[src/rtl/dmux8_rr_arbiter.sv]
// Round-robin arbiter driving an 8-way load demux (sel/in) plus the matching
// one-hot grant, with lockable grants that are force-released after HOLD_MAX cycles.
module dmux8_rr_arbiter #(
   parameter int HOLD_MAX = 15,
   parameter int CW       = 8
) (
   input  logic       clk,
   input  logic       reset,
   input  logic [7:0] req,
   input  logic [7:0] lock,
   output logic [2:0] sel,
   output logic       in,
   output logic [7:0] gnt,
   output logic       busy,
   output logic       timeout
);

   typedef enum logic {IDLE = 1'b0, GRANT = 1'b1} state_t;

   state_t        state_r, state_s;
   logic [2:0]    ptr_r, ptr_s;
   logic [CW-1:0] cnt_r, cnt_s;
   logic [2:0]    sel_s;
   logic          in_s;
   logic [7:0]    gnt_s;
   logic          timeout_s;
   logic          held_s;
   logic          keep_s;
   logic [2:0]    start_s;
   logic          hit_s;
   logic [2:0]    win_s;

   // First requester at or after p (wrapping); result is {hit, index}.
   function automatic logic [3:0] rr_pick(input logic [7:0] r, input logic [2:0] p);
      logic [3:0] res;
      logic [2:0] idx;
      res = 4'b0000;
      for (int i = 7; i >= 0; i--) begin
         idx = p + 3'(i);
         if (r[idx]) begin
            res = {1'b1, idx};
         end else begin
            res = res;
         end
      end
      return res;
   endfunction

   // Next-state and next-output logic; a release re-searches from sel+1 in the same cycle.
   always_comb begin
      state_s   = state_r;
      ptr_s     = ptr_r;
      cnt_s     = cnt_r;
      sel_s     = sel;
      in_s      = in;
      timeout_s = 1'b0;
      held_s    = req[sel] & lock[sel];
      keep_s    = (state_r == GRANT) && held_s && (cnt_r < CW'(HOLD_MAX));
      start_s   = (state_r == GRANT) ? (sel + 3'd1) : ptr_r;
      {hit_s, win_s} = rr_pick(req, start_s);
      case (state_r)
         IDLE: begin
            if (hit_s) begin
               state_s = GRANT;
               sel_s   = win_s;
               in_s    = 1'b1;
               cnt_s   = CW'(1);
            end else begin
               in_s    = 1'b0;
            end
         end
         GRANT: begin
            if (keep_s) begin
               cnt_s = cnt_r + CW'(1);
            end else begin
               ptr_s     = start_s;
               timeout_s = held_s;
               if (hit_s) begin
                  sel_s = win_s;
                  in_s  = 1'b1;
                  cnt_s = CW'(1);
               end else begin
                  state_s = IDLE;
                  in_s    = 1'b0;
                  cnt_s   = '0;
               end
            end
         end
         default: begin
            state_s = IDLE;
            in_s    = 1'b0;
            cnt_s   = '0;
         end
      endcase
      gnt_s = in_s ? (8'd1 << sel_s) : 8'd0;
   end

   // State and registered outputs, cleared asynchronously.
   always_ff @(posedge clk or posedge reset) begin
      if (reset) begin
         state_r <= IDLE;
         ptr_r   <= 3'd0;
         cnt_r   <= '0;
         sel     <= 3'd0;
         in      <= 1'b0;
         gnt     <= 8'd0;
         busy    <= 1'b0;
         timeout <= 1'b0;
      end else begin
         state_r <= state_s;
         ptr_r   <= ptr_s;
         cnt_r   <= cnt_s;
         sel     <= sel_s;
         in      <= in_s;
         gnt     <= gnt_s;
         busy    <= in_s;
         timeout <= timeout_s;
      end
   end

endmodule

[config.mk]
export PLATFORM = sky130hd
export DESIGN_NAME = dmux8_rr_arbiter
export DESIGN_NICKNAME = d
export VERILOG_FILES = /design/src/rtl/dmux8_rr_arbiter.sv
export SDC_FILE = /design/constraint.sdc
export NUM_CORES = 1
export LEC_CHECK = 0
export CORE_AREA = 5 5 83 85
export DETAILED_ROUTE_END_ITERATION = 16
export DIE_AREA = 0 0 88 90
export GPL_ROUTABILITY_DRIVEN = 0
export GPL_TIMING_DRIVEN = 0
export PLACE_DENSITY = 0.64
export SYNTH_ARGS = -nofsm -noshare
export SYNTH_HDL_FRONTEND = slang
export SYNTH_SLANG_ARGS = --single-unit
[constraint.sdc]
create_clock -name clk -period 4.2 [get_ports clk]
set_input_delay 0.84 -clock clk [delete_from_list [all_inputs] [get_ports clk]]
set_output_delay 0.84 -clock clk [all_outputs]
set_load 0.005 [all_outputs]
-- Word-level counts from Yosys, hierarchy flattened
Cells that the tools add are included.
- bits in registers: 25
- RAM bits: 0
- output and inout bits: 14
- bits of input ports: 18
- bits in read-only memories: 0
- memories kept: 0
- logic and storage cells: 78
- bits in latches: 0
- shift-type cells: 1
- div/mod/pow operators: 0
- reductions and logical operators: 3
- bitwise operators: 3
- order comparisons: 10
- muxes and demuxes: 44
- add/subtract/negate cells: 9
- multipliers: 0
- equal/unequal tests: 1
- operators with widths (operator ; count):
    $lt A3 B4 Y1 const B ; 9
    $mux W4 ; 8
    $bmux W1 S3 ; 10
    $mux W8 ; 3
    $mux W1 ; 16
    $pmux W8 S2 ; 1
    $add A3 B3 Y3 const B ; 4
    $mux W3 ; 3
    $add A8 B1 Y8 const B ; 1
    $lt A8 B4 Y1 const B ; 1
    $shl A1 B3 Y8 const A ; 1
    $add A3 B1 Y3 const B ; 2
    $add A3 B2 Y3 const B ; 2
    $pmux W3 S2 ; 1
    $pmux W1 S2 ; 2
    $logic_and A1 B1 Y1 ; 2
    $ne A2 B2 Y1 const B ; 1
    $not A1 Y1 ; 2
    $reduce_and A2 Y1 ; 1
    $and A1 B1 Y1 ; 1

-- Longest topological paths before layout
- depth in word-level cells: 18
- mapped depth: 16
- mapped depth without buffers: 14

-- Worst setup path after synthesis
OpenSTA, ideal clock, no wires.
- path kind: register to register
- start: register sel[1]
- end: register gnt[6]
- period minus slack after synthesis: 3670 ps
- library setup time: 119 ps
- buffers on the path: 2
- data required time: 4081 ps
- arrival: 3551 ps
- path slack: 530 ps
- stages on the path, launching flop included: 14
- cells stage by stage: dfrtp_1 > ha_1 > mux2_2 > clkinv_1 > clkbuf_1 > ha_1 > buf_1 > and2_1 > a31oi_1 > nand2_2 > or4b_4 > o31ai_4 > nor3_1 > and2_1
- cells in the longest elaborated chain, start to end: 18
- elaborated cells on any way between the ends: 48
- classes of those cells: add/sub: 8; shift: 1; mux: 36; bitwise: 1; reduce/logical: 2
- RTL lines (element ; line ; source):
    start: declaration ; 11 ; output logic [2:0] sel,
    start signal: assignment ; 113 ; sel <= sel_s;
    $add A3 B1 Y3 (*) ; 59 ; start_s = (state_r == GRANT) ? (sel + 3'd1) : ptr_r;
    $mux W3 (*) ; 59 ;
    net start_s[1] ; 29 ; logic [2:0] start_s;
    $add A3 B3 Y3 ; 39 ; idx = p + 3'(i);
    $bmux W1 S3 ; 40 ; if (r[idx]) begin
    $mux W1 (not written as such) ; 40 ;
    $mux W4 (7 in a row) ; 40 ;
    $mux W4 (*) ; 40 ;
    $mux W3 ; 63, 78 ;
    $mux W3 ; 73 ; if (keep_s) begin
    $pmux W3 S2 ; 61 ; case (state_r)
    $shl A1 B3 Y8 ; 95 ; gnt_s = in_s ? (8'd1 << sel_s) : 8'd0;
    $mux W8 (*) ; 95 ;
    net gnt_s[6] ; 25 ; logic [7:0] gnt_s;
    end signal: assignment ; 115 ; gnt <= gnt_s;
    end: declaration ; 13 ; output logic [7:0] gnt,
Mark *: on every way through the listed nets, which the timed path passes. The rest lies on a longest branch. The select of a mux whose other input is x is not followed.
A chain may end at the register's enable or synchronous reset.

-- Worst setup path after layout
- start: register sel[1]
- end: register gnt[2]
- cells in the longest elaborated chain, start to end: 18
- elaborated cells on any way between the ends: 48
- classes of those cells: add/sub: 8; shift: 1; mux: 36; bitwise: 1; reduce/logical: 2
- RTL lines (element ; line ; source):
    $add A3 B1 Y3 (*) ; 59 ;
    $mux W3 (*) ; 59 ;
    net start_s[1] ; 29 ;
    $add A3 B3 Y3 ; 39 ;
    $bmux W1 S3 ; 40 ;
    $mux W1 (not written as such) ; 40 ;
    $mux W4 (7 in a row) ; 40 ;
    $mux W4 (*) ; 40 ;
    $mux W3 (*) ; 63, 78 ;
    $mux W3 ; 73 ;
    $pmux W3 S2 (*) ; 61 ;
    net sel_s[0] ; 23 ; logic [2:0] sel_s;
    $shl A1 B3 Y8 (*) ; 95 ;
    $mux W8 (*) ; 95 ;
    net gnt_s[2] ; 25 ;
Marked as above.

==> results.md <==
- The data required time at the worst endpoint is 4380 ps.
- The count of endpoints failing hold in the final timing report is 0.
- By area the synthesized netlist is led by sky130_fd_sc_hd__dfrtp_1 27%, sky130_fd_sc_hd__nand2_1 4.6%, sky130_fd_sc_hd__o21ai_0 4.1%.
- The worst setup path startpoint is sel[1].
- The longest clock path from root to sink contains 2 buffers.
- The number of setup violations in the final report is 0.
- From left edge to right edge, the die measures 88 µm.
- The count of flip-flops with a built-in enable after synthesis is 0.
- The region available for standard cell placement spans 6130 µm².
- The sum of routed wire length over all layers is 6250 µm.
- CTS placed an instance of sky130_fd_sc_hd__clkbuf_8 at the clock tree root.
- The die covers 7920 µm².
- The number of global-route vias before repair came to 2042.
- Timing would allow up to 258 MHz.
- The later pin in the worst-skew pair is clocked with a latency of 270 ps.
- For this run, design rule violations remaining after detail routing come to 0.
- In the finished design, the share of the clock period the worst path needs comes to 0.924.
- The total grt overflow is 0.
- In this run, synthesis produced a sequential element count of 25.
- The minimum period implied by the final worst setup slack is 3880 ps.
- The type of the worst setup path is reg2reg.
- The proportion of register bits with asynchronous set or reset after synthesis is 1.00.
- The number of rows created at floorplan is 29.
- At the end of the flow, the number of nets in the layout was 323.
- The worst flop-to-flop path endpoint is gnt[2].
- Of the cells placed in the final design, the portion with a size suffix greater than 1 is 0.173.
- Entering global routing, the biggest net connects 26 pins.
- In this run the count of I/O pins placed on the die edge is 32.
- The total buffers and inverters traversed by the critical path is 4.
- The tightest slew margin relative to the limit is 0.383.
- After synthesis, the netlist uses 74 different library cells.
- The CTS buffer count is 3.
- Setup repair after global routing left no endpoint under its margin.
- The tool flagged a number of max-cap violations equal to 0.
- Clock skew on the completed layout was measured at 2.17 ps.
- In this design, the largest share of critical-path delay is due to compound AO/OA/AOI/OAI gates.
- The maximum cell stage delay along the critical path is 470 ps.
- The most used flip-flop cell after synthesis is sky130_fd_sc_hd__dfrtp_1.
- For this design, the CTS-stage hold fixing added 0 buffers.
- The number of max-slew violations in the final report is 0.
- The worst setup path endpoint is gnt[2].
- The share of the yosys chip area belonging to registers is 0.267.
- The number of nets handed over by synthesis was 288.
- The global routing usage summed across all routing layers is 0.162.
- The per-instance average area after synthesis is 8.81 µm².
- The total inserted antenna cells is 0.
- The worst-case hold slack is 495 ps.
- The final route contains 2162 vias.
- From synthesis to final layout, the design area changed by 19.5%.
- The source of the worst register-to-register timing path is sel[1].
- The startpoint class of the critical path is a flop.
- The slowest stage of the critical path is the sky130_fd_sc_hd__dfrtp_1 cell.
- The HPWL after detailed placement is 4950 µm.
- sky130_fd_sc_hd__dfrtp_1 takes more of the synthesized area than any other cell.
- After clock tree synthesis, the clock-pin slew on the worst setup and hold paths is 80 ps.
- The startpoint of the lowest-slack hold path is cnt_r[7].
- The share of synthesized area in the top cell type comes to 0.267.
- The worst setup path is captured at a flop.
- For this block, the initial DRC count from the detailed router was 90.
- The count of input and output buffers is 31.
- Counting buffers and inverters, the worst setup path is 14 cells deep.
- The total of warnings raised by yosys is 0.
- Summing all non-filler instances in the final layout gives an area of 2800 µm².
- In this run the worst hold path is classified as reg2reg.
- The vias per cell is 5.73.
- TritonCTS built the clock tree.
- The mapped netlist covers 2340 µm².
- The number of cells on the worst reg-to-reg path is 14.
- The residual antenna-violating net count after detailed routing is 0.
- For this configuration, the core starts out at a cell density of 0.382.
- The placement-stage cell area is 2750 µm².
- The average wire length per cell after detail routing is 16.6 µm.
- In this run the worst path has a maximum fanout of 10.
- The count of clock tree sinks is 25.
- The most common library cell in the layout ignoring fill and taps is sky130_fd_sc_hd__clkdlybuf4s50_1.
- The first TritonRoute pass finished after 5 iterations.
- The number of antenna violations at the first check in global routing was 0.
- The measured slew at the worst slew-check pin is 925 ps.
- Traced cell by cell, the critical path runs through ha_1, mux2_4, clkinv_2, clkbuf_2, ha_2, inv_1, a21o_1, or2_1, and3_1, o2111a_1, a31o_1, o21ai_2, inv_2, nor4_2.
- STA puts the critical path data arrival time at 4060 ps.
- In this run the number of H-tree levels came out at 1.
- The first global-routing pass estimated 10500 µm of wire.
- Synthesis produced a netlist whose cell count is 266.
- The top cell types in the final layout, fill and taps aside, are 31 x sky130_fd_sc_hd__clkdlybuf4s50_1, 29 x sky130_fd_sc_hd__nand2_1, 25 x sky130_fd_sc_hd__dfrtp_1.
- The vertical die dimension is 90 µm.
- The run finished with clean final reports.
- Setup slack on the worst reg-to-reg path comes out at 320 ps.
## per-layer routing
| layer | vias up | global-route usage | share of wire |
|---|---|---|---|
| li1 | 1073 | - | - |
| met1 | 1030 | 0.233 | 0.47 |
| met2 | 52 | 0.268 | 0.48 |
| met3 | 7 | 0.00914 | 0.034 |
| met4 | 0 | 0.0307 | 0.010 |
| met5 | - | 0 | 0 |
## cells by family after synthesis
group | after synthesis | synth area share
simple gates | 107 | 0.241
fa+ha+maj | 4 | 0.0213
flops | 25 | 0.267
buf+inv | 24 | 0.0550
xor+xnor | 8 | 0.0523
compound gates | 82 | 0.263
mux | 16 | 0.100
## state kept, by name (all words and copies together) (netlist names)
| name | count |
|---|---|
| cnt_r | 8 |
| gnt | 8 |
| ptr_r | 3 |
| sel | 3 |
| busy | 1 |
| state_r | 1 |
| timeout | 1 |
## worst register-to-register path, stage by stage (launching register included)
cell	delay (ps)
sky130_fd_sc_hd__dfrtp_1	470
sky130_fd_sc_hd__ha_1	410
sky130_fd_sc_hd__mux2_4	280
sky130_fd_sc_hd__clkinv_2	160
sky130_fd_sc_hd__clkbuf_2	230
sky130_fd_sc_hd__ha_2	450
sky130_fd_sc_hd__inv_1	110
sky130_fd_sc_hd__a21o_1	190
sky130_fd_sc_hd__or2_1	220
sky130_fd_sc_hd__and3_1	190
sky130_fd_sc_hd__o2111a_1	260
sky130_fd_sc_hd__a31o_1	240
sky130_fd_sc_hd__o21ai_2	220
sky130_fd_sc_hd__inv_2	100
sky130_fd_sc_hd__nor4_2	260
## stage by stage
stage | utilization | worst slack, ps | instances | setup TNS, ps
after floorplan | - | 530 | 266 | 0
after global placement | 0.449 | -61.6 | 374 | -137
after detailed placement | 0.449 | -111 | 374 | -264
after CTS | 0.457 | 82.5 | 378 | 0
after global routing | 0.457 | 55.3 | 377 | 0
final | 0.457 | 317 | 377 | 0
## area by class of cell
class,instances,area [µm²]
fillers,610,3330
clock buffers,3,41.3
inverters,12,46.3
multi-input cells,217,1600
well taps,77,96.3
clock inverters,1,5.00
repair buffers,31,310
plain buffers,11,81.3
flip-flops and latches,25,626
## what timing repair did
item,4_1_cts,5_1_grt
endpoints found under the setup margin,8,8
resized for setup,2,3
setup buffers,0,0
## Yosys cell counts (all sizes together) (5+ instances only)
master	number
nand2	31
nand3	18
and3	5
nor3	5
mux2i	8
a21o	5
buf	9
nand4	5
o21ai	21
o31ai	5
xnor2	7
dfrtp	25
a21oi	10
a31oi	5
nor2	14
inv	11
and2	12
## how the worst min path moves through the flow
stage | to | slack [ps] | cells past startpoint
after floorplan | cnt_r[7] | 460 | 1
after global placement | cnt_r[7] | 480 | 1
after detailed placement | cnt_r[7] | 490 | 1
after CTS | cnt_r[7] | 500 | 1
after global routing | cnt_r[7] | 530 | 1
final | cnt_r[7] | 500 | 1
Power is left out: the tool's default activity adds up to more than one toggle a clock period on the data nets, which glitch-free logic cannot reach.
